**src/rtl/headgen_pipe_s2.sv**
```systemverilog
// headgen_pipe_s2: second stage of the header generator. Executes a 9-bit
// microcode stream into header bytes, substituting the IPv4 total-length and
// header-checksum bytes from values captured at the first word of a header.
// Two enabled edges from a word on in_0 to the matching output byte.
module headgen_pipe_s2 #(
    parameter int MAX_HDR_BYTES = 64,
    parameter int CNT_W         = 7
) (
    input  logic        clk,
    input  logic        rst,
    input  logic        enableout,
    input  logic        in_valid,
    input  logic [8:0]  in_0,
    input  logic [15:0] in_1,
    input  logic [15:0] in_2,
    input  logic [15:0] in_3,
    output logic [7:0]  out_data,
    output logic        out_valid,
    output logic        out_sof,
    output logic        out_eof,
    output logic        out_err
);

    typedef enum logic [1:0] {
        IDLE  = 2'd0,
        HDR   = 2'd1,
        DRAIN = 2'd2
    } state_t;

    localparam logic [CNT_W-1:0] CNT_LIMIT = CNT_W'(MAX_HDR_BYTES);
    localparam logic [CNT_W-1:0] CNT_ONE   = CNT_W'(1);

    // Header FSM and byte counter
    state_t             r_state;
    state_t             w_nextState;
    logic [CNT_W-1:0]   r_byteCnt;
    logic [CNT_W-1:0]   w_nextCnt;

    // Stage A: decoded action for the word accepted on this edge
    logic               r_aEmit;
    logic               r_aSof;
    logic               r_aEof;
    logic               r_aAbort;
    logic [8:0]         r_aWord;
    logic [15:0]        r_totalLen;
    logic [16:0]        r_sum17;

    // Stage B: registered outputs
    logic [7:0]         r_outData;
    logic               r_outValid;
    logic               r_outSof;
    logic               r_outEof;
    logic               r_outErr;

    // Combinational decode / arithmetic
    logic               w_isEnd;
    logic               w_atLimit;
    logic               w_emit;
    logic               w_sof;
    logic               w_eof;
    logic               w_abort;
    logic               w_capture;
    logic [15:0]        w_totalLen;
    logic [16:0]        w_sum17;
    logic [15:0]        w_fold;
    logic [15:0]        w_chsum;
    logic [7:0]         w_outByte;
    logic               w_advance;

    assign w_advance  = enableout;
    assign w_isEnd    = in_0[8] && (in_0[2:0] == 3'd7);
    assign w_atLimit  = (r_byteCnt == CNT_LIMIT);

    // Length and checksum terms derived from the live stage-1 values; only
    // latched when a header starts.
    assign w_totalLen = in_1 + in_2;
    assign w_sum17    = {1'b0, in_3} + {1'b0, w_totalLen};

    // The single end-around-carry fold cannot overflow again.
    assign w_fold     = r_sum17[15:0] + {15'd0, r_sum17[16]};
    assign w_chsum    = ~w_fold;

    // State register and byte counter, advancing only when the pipe moves
    always_ff @(posedge clk or negedge rst) begin
        if (!rst) begin
            r_state   <= IDLE;
            r_byteCnt <= '0;
        end else if (w_advance) begin
            r_state   <= w_nextState;
            r_byteCnt <= w_nextCnt;
        end
    end

    // Next-state logic and stage-A action decode for the incoming word
    always_comb begin
        w_nextState = r_state;
        w_nextCnt   = r_byteCnt;
        w_emit      = 1'b0;
        w_sof       = 1'b0;
        w_eof       = 1'b0;
        w_abort     = 1'b0;
        w_capture   = 1'b0;
        case (r_state)
            IDLE: begin
                if (in_valid) begin
                    if (w_isEnd) begin
                        w_eof = 1'b1;
                    end else begin
                        w_emit      = 1'b1;
                        w_sof       = 1'b1;
                        w_capture   = 1'b1;
                        w_nextCnt   = CNT_ONE;
                        w_nextState = HDR;
                    end
                end
            end
            HDR: begin
                if (in_valid) begin
                    if (w_isEnd) begin
                        w_eof       = 1'b1;
                        w_nextState = IDLE;
                    end else if (w_atLimit) begin
                        w_eof       = 1'b1;
                        w_abort     = 1'b1;
                        w_nextState = DRAIN;
                    end else begin
                        w_emit    = 1'b1;
                        w_nextCnt = r_byteCnt + CNT_ONE;
                    end
                end
            end
            DRAIN: begin
                if (in_valid && w_isEnd) begin
                    w_nextState = IDLE;
                end
            end
            default: begin
                w_nextState = IDLE;
            end
        endcase
    end

    // Stage A: register the word and its action; latch lengths at header start
    always_ff @(posedge clk or negedge rst) begin
        if (!rst) begin
            r_aEmit    <= 1'b0;
            r_aSof     <= 1'b0;
            r_aEof     <= 1'b0;
            r_aAbort   <= 1'b0;
            r_aWord    <= '0;
            r_totalLen <= '0;
            r_sum17    <= '0;
        end else if (w_advance) begin
            r_aEmit  <= w_emit;
            r_aSof   <= w_sof;
            r_aEof   <= w_eof;
            r_aAbort <= w_abort;
            r_aWord  <= in_0;
            if (w_capture) begin
                r_totalLen <= w_totalLen;
                r_sum17    <= w_sum17;
            end
        end
    end

    // Byte selection for the stage-A word: literal or substituted field
    always_comb begin
        w_outByte = 8'h00;
        if (!r_aWord[8]) begin
            w_outByte = r_aWord[7:0];
        end else begin
            case (r_aWord[2:0])
                3'd0:    w_outByte = r_totalLen[15:8];
                3'd1:    w_outByte = r_totalLen[7:0];
                3'd2:    w_outByte = w_chsum[15:8];
                3'd3:    w_outByte = w_chsum[7:0];
                default: w_outByte = 8'h00;
            endcase
        end
    end

    // Stage B: output registers; data holds between bytes, error is sticky
    always_ff @(posedge clk or negedge rst) begin
        if (!rst) begin
            r_outData  <= '0;
            r_outValid <= 1'b0;
            r_outSof   <= 1'b0;
            r_outEof   <= 1'b0;
            r_outErr   <= 1'b0;
        end else if (w_advance) begin
            r_outValid <= r_aEmit;
            r_outSof   <= r_aSof;
            r_outEof   <= r_aEof;
            if (r_aEmit) begin
                r_outData <= w_outByte;
            end
            if (r_aSof) begin
                r_outErr <= 1'b0;
            end else if (r_aAbort) begin
                r_outErr <= 1'b1;
            end
        end
    end

    assign out_data  = r_outData;
    assign out_valid = r_outValid;
    assign out_sof   = r_outSof;
    assign out_eof   = r_outEof;
    assign out_err   = r_outErr;

endmodule

```
**config.mk**
```make
export PLATFORM = sky130hd
export DESIGN_NAME = headgen_pipe_s2
export DESIGN_NICKNAME = d
export VERILOG_FILES = /design/src/rtl/headgen_pipe_s2.sv
export SDC_FILE = /design/constraint.sdc
export NUM_CORES = 1
export LEC_CHECK = 0
export ABC_AREA = 1
export CORE_MARGIN = 1
export CORE_UTILIZATION = 30
export DETAILED_ROUTE_END_ITERATION = 8
export PLACE_DENSITY = 0.49
export RECOVER_POWER = 25
export SYNTH_ARGS = -nofsm -noshare
export SYNTH_HDL_FRONTEND = slang
export SYNTH_SLANG_ARGS = --single-unit
```
**constraint.sdc**
```tcl
create_clock -name clk -period 4.1 [get_ports clk]
set_input_delay 0.41 -clock clk [delete_from_list [all_inputs] [get_ports clk]]
set_output_delay 0.41 -clock clk [all_outputs]
set_load 0.005 [all_outputs]
```
==> results_dict.tcl <==
set metrics [dict create \
    fillers 1793 \
    clkTransAtPathRegs_ns 0.05 \
    drtIter0Drc 248 \
    start_util 0.308 \
    clkPwrFrac 0.235 \
    layout_commonest_cell "nand2_1" \
    num_rows 47 \
    p_comb_frac 0.402 \
    cts_tree "built" \
    power_frac_seq 0.363 \
    antenna_cells 0 \
    syn_area_um2 5110 \
    core_um2 16600 \
    drt_first_pass_iters 4 \
    clockBufferDepth 2 \
    area_growth_syn_to_layout_pct 23.7 \
    ys_seq_elements 67 \
    die_area_um2 17600 \
    syn_nets 843 \
    grt_setup_unrepaired "no" \
    skew_ns 0.00354 \
    finalCritPeriodShare 0.826 \
    ys.flop_type "dfrtp_1" \
    antenna_found_initial 0 \
    routed_via_density 4.67 \
    overflow 0 \
    ctsHoldBuffers 0 \
    ios 73 \
    dp_hpwl_mm 11.6 \
    r2r_cells 6 \
    p_sw_mw 1.19 \
    cts_setup_buffers 0 \
    grt_pass1_vias 4816 \
    nets 918 \
    dp.cells 1027 \
    drv_cap 1 \
    final-hold-violation-count 0 \
    holdPathStages 2 \
    peakVddDrop_uv 212 \
    post-route-min-period_ns 3.39 \
    vias 4865 \
    drive_gt1_frac 0.0401 \
    mostFrequentLayoutCells "nand2_1 (251), inv_1 (82), clkdlybuf4s50_1 (71), dfrtp_1 (67), nand3_1 (65)" \
    critPathCaptureType "flip-flop" \
    clock_latency_ns 0.33 \
    yosysSeqAreaShare 0.328 \
    ys_types 40 \
    drc 0 \
    die_y_um 132 \
    p_per_area_nw_per_um2 484 \
    wl_per_cell_um 13.6 \
    hold_class "reg -> reg" \
    syn_avg_cell_area_um2 6.88 \
    max_freq_mhz 295 \
    setup_tns_ns 0 \
    postSynthCellCount 743 \
    track_usage 0.170 \
    violations "capacitance limit, slew limit" \
    grt_max_degree 42 \
    final_cell_count_no_fill 1042 \
    die_w_um 132 \
    p_leak_nw 3.08 \
    grt_pass1_wl_mm 23.6 \
    worstPathMaxFanout 5 \
    synth_top_area_cell "dfrtp_1" \
    crit_arrival_ns 3.60 \
    ctsResizeCount 0 \
    place_congestion 0.930 \
    io_buffers 72 \
    ant_nets 0 \
    synth_edf_count 0 \
    setup_viol 0 \
    synth.top_cell.area_share 0.328 \
    drv_slew 42 \
    synthTopCellsByArea "dfrtp_1 (33%), nand2_1 (18%), ha_1 (9.1%), nand3_1 (6.4%), inv_1 (6.0%)" \
    yosys_warnings 0 \
    p_int_mw 1.87 \
    numCtsBuffers 9 \
    async_flop_share 1.00 \
    status "finished with violations" \
    switching_share 0.390 \
    wl_mm 14.2 \
    htreeDepth 3 \
    relSlewSlack -0.481 \
    numClockSinks 67 \
    startpoint_type "input pin" \
    worstMarginPinSlew_ns 2.22 \
    root_buffer "clkbuf_16" \
    required_ns 4.32 \
    critical_path_class "in -> reg" \
]
## worst max-delay path, stage by stage
cell             delay, ns
clkdlybuf4s50_1       0.47
ha_1                  0.17
inv_1                 0.05
fa_1                  0.39
o21ai_1               0.27
nand2_1               0.08
nand2_1               0.12
nand2_1               0.10
nand2_1               0.07
nand2_1               0.06
and2_1                0.14
ha_1                  0.38
nand2_1               0.11
o21ai_0               0.37
a21oi_1               0.16
nand2_1               0.09
nand2_1               0.05
nand3_1               0.07
nand2_1               0.05
## per-stage QoR
step	setup WS, ns	cell area, um2	hold slack [ns]	util	power, mW
after global routing	0.490	6320	0.500	0.381	3.32
after global placement	0.417	6040	0.456	0.364	2.34
after detailed placement	0.380	6040	0.465	0.364	2.36
after CTS	0.703	6320	0.260	0.381	3.09
after floorplan	1.37	5110	0.114	-	1.90
final	0.714	6320	0.472	0.381	3.06
## final timing paths
check                            from              to  slack (ns)
min in group asynchronous         rst      r_state[1]        0.74
max in group asynchronous         rst  r_totalLen[14]        2.01
min reg2reg                r_aWord[5]      r_aWord[5]        0.47
min                        r_aWord[5]      r_aWord[5]        0.47
max                           in_2[0]     r_sum17[15]        0.71
max reg2reg                r_state[1]     r_sum17[16]        2.18
## cells in the mapped netlist (all sizes together), types with 6 or more instances
master and instances:
inv 85, nand4 11, nand2 252, nor3 7, buf 8, xnor2 8
nor2 63, and2 9, ha 37, o21ai 46, dfrtp 67, a21oi 50
xor2 10, nand3 65, nand3b 6
## power by group through the flow
stage | combinational (mW) | sequential [mW] | clock [mW]
final | 1.23 | 1.11 | 0.717
after global routing | 1.41 | 1.15 | 0.765
after CTS | 1.24 | 1.11 | 0.734
after detailed placement | 1.23 | 1.12 | 0
after global placement | 1.22 | 1.12 | 0
after floorplan | 0.837 | 1.06 | 0
## registers in the layout (all words and copies together) (netlist names), 2 cells and up
| register | cells |
|---|---|
| r_sum17 | 17 |
| r_totalLen | 16 |
| r_aWord | 9 |
| out_data | 8 |
| r_byteCnt | 7 |
| r_state | 2 |
## per-layer routing
metal / global-route usage / part of all wire / vias to the layer above
met5: 0 / 0 / -
met4: 0.0594 / 0.023 / 0
met3: 0.0241 / 0.030 / 21
met2: 0.297 / 0.48 / 99
met1: 0.212 / 0.47 / 2184
li1: - / - / 2561
## area by class of cell
class | count | area (um2) | area share
timing repair buffer | 74 | 729 | 0.115
clock buffer | 13 | 270 | 0.0428
inverter | 86 | 328 | 0.0519
sequential | 67 | 1680 | 0.265
tap | 220 | 275 | 0.0436
multi-input combinational | 580 | 3030 | 0.479
clock inverter | 2 | 10.0 | 0.00158
## cells by family after synthesis
logic type                 after synthesis  synth area share
AOI/OAI and AO/OA                      108             0.114
xor gates and xnor gates                18            0.0309
adders and majority gates               39            0.0985
buffers and inverters                   96            0.0791
DFF                                     67             0.328
and+or+nand+nor                        415             0.349
Note: power is estimated with default switching activity, not from simulation.
